===== src/rtl/seq_pattern_tx.sv =====
// seq_pattern_tx: serial frame transmitter (preamble, payload MSB first, stop 0); define SEQ_TX_PARITY_EN to add an even-parity bit before stop
module seq_pattern_tx #(
   parameter int               DATA_W       = 8,
   parameter int               PRE_W        = 4,
   parameter logic [PRE_W-1:0] PREAMBLE     = 4'b1001,
   parameter int               CLKS_PER_BIT = 4
) (
   input  logic              clk,
   input  logic              rst,
   input  logic [DATA_W-1:0] tx_data,
   input  logic              tx_valid,
   output logic              tx_ready,
   output logic              outp,
   output logic              busy,
   output logic              frame_done
);
   localparam int MX = PRE_W > DATA_W ? PRE_W : DATA_W;
   localparam int IW = $clog2(MX + 1);
   localparam int TW = CLKS_PER_BIT > 1 ? $clog2(CLKS_PER_BIT) : 1;
   typedef enum logic [2:0] {
      IDLE,
      PRE,
      DATA,
`ifdef SEQ_TX_PARITY_EN
      PAR,
`endif
      STOP
   } state_t;
   state_t            state;
   logic [TW-1:0]     tmr;
   logic [IW-1:0]     idx;
   logic [PRE_W-1:0]  pre, pre_nx;
   logic [DATA_W-1:0] sh, sh_nx;
   logic              wrap;
`ifdef SEQ_TX_PARITY_EN
   logic              par;
`endif
   assign pre_nx = pre << 1;
   assign sh_nx  = sh << 1;
   assign wrap   = tmr == TW'(CLKS_PER_BIT - 1);
   always_ff @(posedge clk or posedge rst)
      if (rst) begin
         state      <= IDLE;
         tmr        <= '0;
         idx        <= '0;
         pre        <= PREAMBLE;
         sh         <= '0;
`ifdef SEQ_TX_PARITY_EN
         par        <= 1'b0;
`endif
         outp       <= 1'b0;
         busy       <= 1'b0;
         tx_ready   <= 1'b1;
         frame_done <= 1'b0;
      end else begin
         frame_done <= 1'b0;
         if (state == IDLE) begin
            if (tx_valid && tx_ready) begin
               state    <= PRE;
               tmr      <= '0;
               idx      <= '0;
               pre      <= PREAMBLE;
               sh       <= tx_data;
`ifdef SEQ_TX_PARITY_EN
               par      <= ^tx_data;
`endif
               outp     <= PREAMBLE[PRE_W-1];
               busy     <= 1'b1;
               tx_ready <= 1'b0;
            end
         end else if (!wrap) begin
            tmr <= tmr + 1'b1;
         end else begin
            tmr <= '0;
            idx <= idx + 1'b1;
            case (state)
               PRE:
                  if (idx == IW'(PRE_W - 1)) begin
                     state <= DATA;
                     idx   <= '0;
                     outp  <= sh[DATA_W-1];
                  end else begin
                     pre  <= pre_nx;
                     outp <= pre_nx[PRE_W-1];
                  end
               DATA:
                  if (idx == IW'(DATA_W - 1)) begin
                     idx   <= '0;
`ifdef SEQ_TX_PARITY_EN
                     state <= PAR;
                     outp  <= par;
`else
                     state <= STOP;
                     outp  <= 1'b0;
`endif
                  end else begin
                     sh   <= sh_nx;
                     outp <= sh_nx[DATA_W-1];
                  end
`ifdef SEQ_TX_PARITY_EN
               PAR: begin
                  state <= STOP;
                  idx   <= '0;
                  outp  <= 1'b0;
               end
`endif
               default: begin
                  state      <= IDLE;
                  idx        <= '0;
                  outp       <= 1'b0;
                  busy       <= 1'b0;
                  tx_ready   <= 1'b1;
                  frame_done <= 1'b1;
               end
            endcase
         end
      end
endmodule

===== config.mk =====
export PLATFORM = sky130hd
export DESIGN_NAME = seq_pattern_tx
export DESIGN_NICKNAME = d
export VERILOG_FILES = /design/src/rtl/seq_pattern_tx.sv
export SDC_FILE = /design/constraint.sdc
export NUM_CORES = 1
export LEC_CHECK = 0
export BUFFER_PORTS_ARGS = -buffer_cell sky130_fd_sc_hd__buf_2
export CAP_MARGIN = 20
export CORE_AREA = 4 4 56 53
export CTS_BUF_LIST = sky130_fd_sc_hd__clkbuf_8
export CTS_CLUSTER_DIAMETER = 100
export DETAILED_ROUTE_END_ITERATION = 7
export DIE_AREA = 0 0 60 57
export PLACE_DENSITY = 0.72
export RECOVER_POWER = 25
export SLEW_MARGIN = 30
export SYNTH_ARGS = -nofsm -noshare
export SYNTH_HDL_FRONTEND = slang
export SYNTH_SLANG_ARGS = --single-unit

===== constraint.sdc =====
create_clock -name clk -period 2.6 [get_ports clk]
set_input_delay 0.39 -clock clk [delete_from_list [all_inputs] [get_ports clk]]
set_output_delay 0.39 -clock clk [all_outputs]
set_load 0.02 [all_outputs]

==> impl_results.md <==
- Worst setup margin: roughly 470 ps
- Setup-failing EPs final: 0
- DP Worst Slack: between 400 and 500 ps
- Post-synth top area share: 0.4234
- Die height: between 50 and 60 um
- Vias: slightly below 1000
- Drt drc: 0
- Vias per cell: approximately 5.8
- Post_cts resized: 0
- CTS tree: done
- Per-cell routed wire length: roughly 15 um
- RSZ-0062 raised after global routing: false
- Netlist Area Pre-Place: between 0.001 and 0.0015 mm2
- Pre-antenna DRT Iters: 4
- Synthesis-to-finish area growth: 9.576%
- Routed Antenna Nets: 0
- Largest net degree at the start of global routing: 24
- I/O pin cnt: 15
- CORE AREA: 0.002382 mm2
- Die X: ~60 um
- Worst path arrival time: about 2300 ps
- CTS buffer count: 3
- Total Wirelength: 2524 um
- Number of distinct library cells after synthesis: 35
- PwrDens: between 400 and 500 mW/mm2
- DPL Wire Length: between 1500 and 2000 um
- Outcome: finished, final reports clean
- Critical path class: register to register
- RePlAce Congestion: roughly 0.88
- Commonest cells in the netlist: dfrtp_1 (21), nor2_1 (14), inv_1 (13), o21ai_0 (11), nand2_1 (9)
- Post-layout min period: between 2000 and 2500 ps
- Vias in the first global route: 927
- CTS sink count: 23
- # hold bufs at CTS: 0
- Clk_lat worst skew: about 260 ps
- Total GRT Usage: 0.1603
- Slew headroom: 0.4312
- Ys Warns: 0
- Avg Cell Area, Syn: between 9 and 10 um2
- Synth top area cells: dfrtp_1 (42%), ha_1 (5.0%), mux2i_1 (4.8%)
- Largest fanout on the critical path: 11
- Ys async rst share: 1.000
- CTS clk-pin slew, worst paths: around 80 ps
- Main flop type after synthesis: dfrtp_1
- # nets final: between 150 and 200
- Post-CTS setup buffers: 0
- Share of layout cells above drive strength 1: 0.1620
- Hold Crit Class: input port to asynchronous set/reset pin
- Worst-Margin Slew: approximately 850 ps
- DR iter-0 viols: 29
- Post-synth EDFFs: 0
- H-tree Lvls: 1
- # diodes: 0
- Skew final: roughly 4.8 ps
- Critical Path Sink Type: register
- Synth Instances: between 100 and 150
- Worst hold slack: 292.2 ps
- Setup TNS Final: 0 ps
- Sequential fraction of the synthesis area: 0.4657
- Root buffer cell: clkbuf_8
- Leak Pwr: 0.0006260 uW
- Most numerous cell in the Yosys netlist: dfrtp_1
- Hold Vio Cnt, Final: 0
- Worst Path Required: 2760 ps
- FF-to-FF setup slack: 470 ps
- Area leader, netlist: dfrtp_1
- Remaining Overflow, GRT: 0
- Cell Rows: 17
- Fmax: 0.4696 GHz
- Post-Syn Nets: approximately 150
- Initial Util: 0.5210
- Max VDD drop: between 0.3 and 0.4 mV
- Final slew viol count: 0
- Max Buffers Root-to-Sink: 2
- # port buffers: 14
- Startpoint types: register
- First-pass GRT wire length: about 4200 um
- Initial antenna violation count: 0
- Crit share post-route: 0.8191
- Yosys reg bits: 23
- Die footprint: 0.003420 mm2
- Max Cap Violations: 0
where the power goes:
part	internal, uW	switching (uW)
Clock	105	109
Sequential	358	0
Combinational	6.33	11.8
flip-flops by register name (all words and copies together) (netlist names):
name	count
state	2
tmr	2
idx	4
frame_done	1
busy	1
sh	8
pre	3
tx_ready	1
outp	1
layout by cell type (no fill, tap or decap), types with 2 or more instances in the layout:
cell / instances
a211oi_1: 2
a21oi_1: 3
a221oi_1: 6
and3_1: 4
buf_2: 14
clkbuf_8: 3
dfrtp_1: 21
dfstp_2: 2
ha_1: 5
inv_1: 14
mux2i_1: 6
nand2_1: 9
nand2b_1: 2
nand3_1: 5
nor2_1: 14
nor3_1: 2
o21ai_0: 11
o31ai_1: 4
through the flow:
step	area, um2	power [uW]	utilization	cells
2_1_floorplan	1241	372.5	-	129
3_3_place_gp	1315	382.9	0.5520	166
3_5_place_dp	1315	383.0	0.5520	166
4_1_cts	1360	594.8	0.5709	170
5_1_grt	1360	609.7	0.5709	170
6_report	1360	589.5	0.5709	170
per-layer routing:
metal  share of wire  GRT usage  routed length, um  up-vias
met5               0          0                  0        -
met4           0.013    0.04747                 33        0
met3           0.047    0.04072                118        4
met2            0.47     0.2392               1179       28
met1            0.47     0.2279               1193      472
li1                -          -                  -      478
cell families after synthesis:
logic type	Yosys count	share of synthesized area
AOI/OAI and AO/OA	33	0.1875
xor gates and xnor gates	1	0.007058
adders and majority gates	5	0.05040
buffers and inverters	18	0.06452
DFF	23	0.4657
muxes	7	0.06048
and+or+nand+nor	42	0.1643
path summary, 6_finish.rpt:
check                                      from  cells past startpoint                 end
setup reg to reg           state[0]$_DFFE_PP0P_                      6   sh[5]$_DFFE_PP0P_
min in group clk                     tx_data[0]                      3   sh[0]$_DFFE_PP0P_
max in group asynchronous                   rst                      2  tmr[1]$_DFFE_PP0P_
hold reg to reg              pre[1]$_DFFE_PP0P_                      2  pre[2]$_DFFE_PP0P_
setup / recovery           state[0]$_DFFE_PP0P_                      6   sh[5]$_DFFE_PP0P_
hold / removal                              rst                      2   sh[7]$_DFFE_PP0P_
layout make-up:
type / count / area (um2)
clock inverters: 1 / 3.754
well taps: 28 / 35.03
multi-input cells: 88 / 583.1
clock buffers: 3 / 41.29
flip-flops and latches: 23 / 578.1
repair buffers: 14 / 70.07
fillers: 203 / 1022
inverters: 13 / 48.80
critical path, stage by stage (launching register included):
cell	delay [ps]
dfrtp_1	370
inv_1	70
ha_1	310
and2b_1	310
and3_1	500
a21oi_2	140
a221oi_1	330
No activity file was read; power rests on OpenSTA's default activity.
